`config.mk`:
```
export PLATFORM = sky130hd
export DESIGN_NAME = pipe_stage_reg
export DESIGN_NICKNAME = d
export VERILOG_FILES = /design/src/rtl/pipe_pkg.sv /design/src/rtl/pipe_skid_slot.sv /design/src/rtl/pipe_stage_reg.sv
export SDC_FILE = /design/constraint.sdc
export NUM_CORES = 1
export LEC_CHECK = 0
export BUFFER_PORTS_ARGS = -buffer_cell sky130_fd_sc_hd__buf_2
export CAP_MARGIN = 20
export CORE_ASPECT_RATIO = 0.5
export CORE_MARGIN = 2
export CORE_UTILIZATION = 35
export CTS_BUF_LIST = sky130_fd_sc_hd__clkbuf_16
export DETAILED_ROUTE_END_ITERATION = 16
export GPL_TIMING_DRIVEN = 0
export MAX_ROUTING_LAYER = met4
export SYNTH_ARGS = -nofsm -noshare
export SYNTH_HDL_FRONTEND = slang
export SYNTH_SLANG_ARGS = --single-unit
```
`constraint.sdc`:
```
create_clock -name clk_i -period 1.3 [get_ports clk_i]
set_input_delay 0.13 -clock clk_i [delete_from_list [all_inputs] [get_ports clk_i]]
set_output_delay 0.13 -clock clk_i [all_outputs]
set_load 0.005 [all_outputs]
```
`src/rtl/pipe_pkg.sv`:
```
// Shared types for the inter-stage pipeline register: state encoding and occupancy width.
package pipe_pkg;

    localparam int OCC_W = 2;

    // The encoding doubles as the occupancy count.
    typedef enum logic [1:0] {
        ST_EMPTY = 2'd0,
        ST_FULL  = 2'd1,
        ST_SKID  = 2'd2
    } state_e;

endpackage

```
`src/rtl/pipe_skid_slot.sv`:
```
// Single payload register with load enable and synchronous reset to RESET_VAL.
module pipe_skid_slot
    import pipe_pkg::*;
#(
    parameter int unsigned       DATA_W    = 32,
    parameter logic [DATA_W-1:0] RESET_VAL = '0
) (
    input  logic              clk_i,
    input  logic              reset_i,
    input  logic              load_i,
    input  logic [DATA_W-1:0] d_i,
    output logic [DATA_W-1:0] q_o
);

    logic [DATA_W-1:0] data_q;

    always_ff @(posedge clk_i) begin
        if (reset_i) begin
            data_q <= RESET_VAL;
        end else if (load_i) begin
            data_q <= d_i;
        end
    end

    assign q_o = data_q;

endmodule

```
`src/rtl/pipe_stage_reg.sv`:
```
// Valid/ready pipeline register between adjacent core stages, with flush.
// Define PIPE_SKID_EN to add a skid slot that cuts the out_ready -> in_ready path.
module pipe_stage_reg
    import pipe_pkg::*;
#(
    parameter int unsigned       DATA_W    = 32,
    parameter logic [DATA_W-1:0] RESET_VAL = '0
) (
    input  logic              clk_i,
    input  logic              reset_i,
    input  logic              in_valid_i,
    output logic              in_ready_o,
    input  logic [DATA_W-1:0] in_data_i,
    input  logic              flush_i,
    output logic              out_valid_o,
    input  logic              out_ready_i,
    output logic [DATA_W-1:0] out_data_o,
    output logic [OCC_W-1:0]  occupancy_o
);

    state_e            state_q, state_d;
    logic              xfer_in, xfer_out;
    logic              main_ld;
    logic [DATA_W-1:0] main_d;

    assign out_valid_o = (state_q != ST_EMPTY);
    assign xfer_in     = in_valid_i & in_ready_o;
    assign xfer_out    = out_valid_o & out_ready_i;

    always_ff @(posedge clk_i) begin
        if (reset_i) begin
            state_q <= ST_EMPTY;
        end else begin
            state_q <= state_d;
        end
    end

`ifdef PIPE_SKID_EN
    logic              skid_ld;
    logic [DATA_W-1:0] skid_q;

    assign in_ready_o = (state_q != ST_SKID) & ~flush_i;

    always_comb begin
        state_d = state_q;
        main_ld = 1'b0;
        skid_ld = 1'b0;
        main_d  = in_data_i;
        // Flush only clears the valid state; payload registers keep their contents.
        if (flush_i) begin
            state_d = ST_EMPTY;
        end else begin
            case (state_q)
                ST_EMPTY: begin
                    if (xfer_in) begin
                        state_d = ST_FULL;
                        main_ld = 1'b1;
                    end
                end
                ST_FULL: begin
                    if (xfer_in && xfer_out) begin
                        main_ld = 1'b1;
                    end else if (xfer_in) begin
                        state_d = ST_SKID;
                        skid_ld = 1'b1;
                    end else if (xfer_out) begin
                        state_d = ST_EMPTY;
                    end
                end
                ST_SKID: begin
                    if (xfer_out) begin
                        state_d = ST_FULL;
                        main_ld = 1'b1;
                        main_d  = skid_q;
                    end
                end
                default: state_d = ST_EMPTY;
            endcase
        end
    end

    pipe_skid_slot #(
        .DATA_W    (DATA_W),
        .RESET_VAL (RESET_VAL)
    ) u_skid (
        .clk_i   (clk_i),
        .reset_i (reset_i),
        .load_i  (skid_ld),
        .d_i     (in_data_i),
        .q_o     (skid_q)
    );

    assign occupancy_o = OCC_W'(state_q);
`else
    assign in_ready_o = (~out_valid_o | out_ready_i) & ~flush_i;

    always_comb begin
        state_d = state_q;
        main_ld = 1'b0;
        main_d  = in_data_i;
        if (flush_i) begin
            state_d = ST_EMPTY;
        end else if (xfer_in) begin
            // Covers both EMPTY->FULL and the FULL reload on a simultaneous drain.
            state_d = ST_FULL;
            main_ld = 1'b1;
        end else if (xfer_out) begin
            state_d = ST_EMPTY;
        end
    end

    assign occupancy_o = {1'b0, out_valid_o};
`endif

    pipe_skid_slot #(
        .DATA_W    (DATA_W),
        .RESET_VAL (RESET_VAL)
    ) u_main (
        .clk_i   (clk_i),
        .reset_i (reset_i),
        .load_i  (main_ld),
        .d_i     (main_d),
        .q_o     (out_data_o)
    );

endmodule

```
# Yosys cells after proc, flatten, opt, wreduce, memory -nomap -nowiden
# Index checks and enable logic that the tools add are counted.
# word_totals
register_bits,33
input_bits,37
output_inout_bits,36
# classes
mux,4
bitwise_logic,6
n_reduce_logical,2
# ops
operator,n
two-way mux 1 bit,4
AND 1 bit,3
NOT 1 bit,2
nonzero test 2 bit,1
OR reduction 2 bit,1
bitwise OR 1 bit,1

# Logic depth before layout (Yosys ltp)
# logic_depth
depth_word,6
depth_mapped,5
depth_no_buf,3

# By module
# A second synthesis with hierarchy kept.
# hier_totals
hier_cells,112
hier_area_um2,1243.7
# modules_own_cells
module,n_inst,cells_per_inst,area_per_inst_um2
pipe_skid_slot,1,103,1163.6
pipe_stage_reg,1,9,80.1

# Least setup slack after synthesis
# Ideal clock, no wire load.
# synth_path
path_kind,flip-flop to flip-flop
startpoint,reg state_q[0]
endpoint,"reg u_main.data_q[0], in the netlist u_main.q_o[0]"
t_arrival_ns,1.053
t_required_ns,1.228
setup_slack_ns,0.175
path_stages_with_launch,6
n_path_buf,2
path_cell_list,dfxtp_1 -> nor2b_4 -> nor3b_2 -> buf_6 -> buf_12 -> mux2i_1
# synth_between
elab_chain_len,6
# synth_lines
item,line,text
"start, declared",pipe_stage_reg.sv:21,"state_e state_q, state_d;"
"start signal, assigned",pipe_stage_reg.sv:34,state_q <= state_d;
NOT 1 bit,pipe_stage_reg.sv:95,assign in_ready_o = (~out_valid_o | out_ready_i) & ~flush_i;
bitwise OR 1 bit,pipe_stage_reg.sv:95,
AND 1 bit,pipe_stage_reg.sv:95,
AND 1 bit,pipe_stage_reg.sv:27,assign xfer_in = in_valid_i & in_ready_o;
two-way mux 1 bit,pipe_stage_reg.sv:103,end else if (xfer_in) begin
two-way mux 1 bit,pipe_stage_reg.sv:101,if (flush_i) begin
"end signal, assigned",pipe_skid_slot.sv:21,data_q <= d_i;
"end, declared",pipe_skid_slot.sv:15,logic [DATA_W-1:0] data_q;
# Every way passes these cells.
# A chain may end at the register's enable or synchronous reset.

# Final worst setup path
# layout_path
startpoint,reg state_q[0]
endpoint,"reg u_main.data_q[14], in the netlist u_main.q_o[14]"
# The elaborated chain is that of the path after synthesis.

==> out/qor.yml <==
core_area_sq_um: 4060
clkTransAtPathRegs_ns: 0.05
synthTopCellsByArea: "dfxtp_1 43%, nand2b_1 26%, mux2i_1 21%, buf_12 3.9%, clkbuf_1 1.5%"
cts_tree: "built"
syn_inst: 148
rows: 16
final_common_cell: "buf_2"
dp_slack_ns: 0.0739
cts_buffers: 5
synth_top_family_by_area: "simple AND/OR/NAND/NOR gates"
ir_drop_mv: 0.724
synth_top_area_cell: "dfxtp_1"
synth_warnings: 0
rsz0062_at_grt: "false"
fin_area_sq_um: 2090
synthToLayoutAreaGrowth_pct: 35.8
cp.arrival_ns: 1.41
place_congestion: 0.703
io_buffers: 70
detail_route.wl_per_cell_um: 11.3
fmax_mhz: 825
pwr-share-seq_pct: 43.9
synth_seq_cells: 33
cts_hold_buf: 0
dieArea_sq_um: 4970
critPathLaunchType: "register"
start_util_pct: 37.8
layout_common_cells: "71 x buf_2, 64 x nand2b_1, 33 x dfxtp_1"
clk-insertion-delay-late_ns: 0.27
antenna_cells: 0
p_leak_nw: 0.970
grt.overflow.total: 0
ys_seq_area_share_pct: 43.0
drtIter0Drc: 22
synth_top_area_share_pct: 43.0
fin_ws_ns: 0.0883
synth.avg_cell_area_sq_um: 10.4
die_h_um: 50.9
die_w_um: 97.7
sw_frac_of_total_pct: 22.0
pin_count: 73
p_int_mw: 1.94
multiInputGateArea_sq_um: 763
end_kind: "register"
ant_nets: 0
fillers: 404
critPathMaxFanout: 10
status: "finished clean"
route.detailed.drc: 0
grt_pass1_wl_um: 5260
synth-compound-area-share_pct: 0
synth_nets: 185
finalSetupTns_ns: 0
cap_violations: 0
h-tree-depth: 2
dp_cells: 272
syn-cell-area_sq_um: 1540
pwr-share-comb_pct: 12.8
post-route-period-util_pct: 93.2
clk_path_buf_depth: 2
grt_max_degree: 11
post_cts_resized: 0
cts_sinks: 33
seq_area_sq_um: 661
finalNonFillerCells: 279
path_class: "register to register"
power.switching_uw: 545
vias: 1220
worstPathRequired_ns: 1.50
final.min_clock_period_ns: 1.21
synthMuxAreaShare_pct: 20.8
root_buffer: "clkbuf_16"
synthAdderAreaFrac_pct: 0
final_core_util_pct: 51.4
hold_viol: 0
firstDrtPassIters: 4
hp-class: "input pin to register"
grt_pass1_vias: 1225
power_density_nw_per_um2: 1190
antenna_found_initial: 0
drive_above_1_share_pct: 37.3
ys_types: 13
layout.nets: 262
wirelength_um: 3140
grt_util_all_layers_pct: 13.9
dp_hpwl_um: 2340
clkPwrFrac_pct: 43.3
cts_setup_buffers: 0
yosys.area_share.simple_pct: 28.6
synth_xor_area_share_pct: 0
clock_skew_ns: 0.00279
vias_per_cell: 4.37
post_dp_cell_area_sq_um: 1960
drv_slew: 0
final-setup-viol-count: 0
-- layout make-up --
type | instances | area share [%]
buffer | 13 | 5.45
timing repair buffer | 70 | 16.8
clock inverter | 2 | 0.359
sequential | 33 | 31.6
tap | 54 | 3.24
multi-input combinational | 102 | 36.5
clock buffer | 5 | 5.99
-- synthesized netlist by cell type --
cell       n
nor3_1     1
conb_1     1
clkbuf_1   6
buf_4      2
buf_12     3
nor2_1     2
buf_6      1
nand2b_1  64
nor2b_4    1
mux2i_1   32
dfxtp_1   33
buf_2      1
nor3b_2    1
-- final timing paths --
path,from,to,slack (ns),cells past startpoint
worst max-delay path,state_q[0]$_SDFFE_PP0P_,u_main.q_o[14]$_SDFFE_PP0P_,0.09,5
worst min-delay path,flush_i,state_q[0]$_SDFFE_PP0P_,0.06,2
worst max register to register,state_q[0]$_SDFFE_PP0P_,u_main.q_o[14]$_SDFFE_PP0P_,0.09,5
worst min register to register,u_main.q_o[26]$_SDFFE_PP0P_,u_main.q_o[26]$_SDFFE_PP0P_,0.47,2
-- logic make-up after synthesis --
| logic type | Yosys count |
|---|---|
| buf+inv | 13 |
| flops | 33 |
| mux | 32 |
| other cells | 1 |
| simple gates | 69 |
-- metal layers --
layer  up-vias  share of wire, %  global-route usage (%)
li1        623                 -                       -
met1       558                45                    14.7
met2        35                47                    24.3
met3         4               6.2                    5.47
met4         0               1.4                    5.32
met5         -                 0                       -
-- flip-flops by register name (all words and copies together), names as in the netlist --
signal / count
u_main.q_o: 32
state_q: 1
-- worst max-delay path, cell delays in order (launching register included) --
cell and delay [ns]:
dfxtp_1 0.32, nor2b_4 0.13, nor3b_2 0.18, buf_6 0.17, buf_12 0.15, mux2i_1 0.19
-- stage by stage --
| step | total power, mW | hold slack, ns |
|---|---|---|
| final | 2.48 | 0.0568 |
| after global routing | 2.60 | 0.0756 |
| after floorplan | 1.30 | 0.207 |
| after global placement | 1.43 | 0.333 |
| after detailed placement | 1.43 | 0.341 |
| after CTS | 2.52 | 0.0533 |
-- power by group through the flow --
stage	logic (mW)	clock network (mW)	registers, mW
3_5_place_dp	0.322	0	1.11
4_1_cts	0.324	1.11	1.09
5_1_grt	0.352	1.16	1.10
3_3_place_gp	0.316	0	1.11
2_1_floorplan	0.180	0	1.12
6_report	0.317	1.07	1.09
Power figures use the tool's default switching activity.
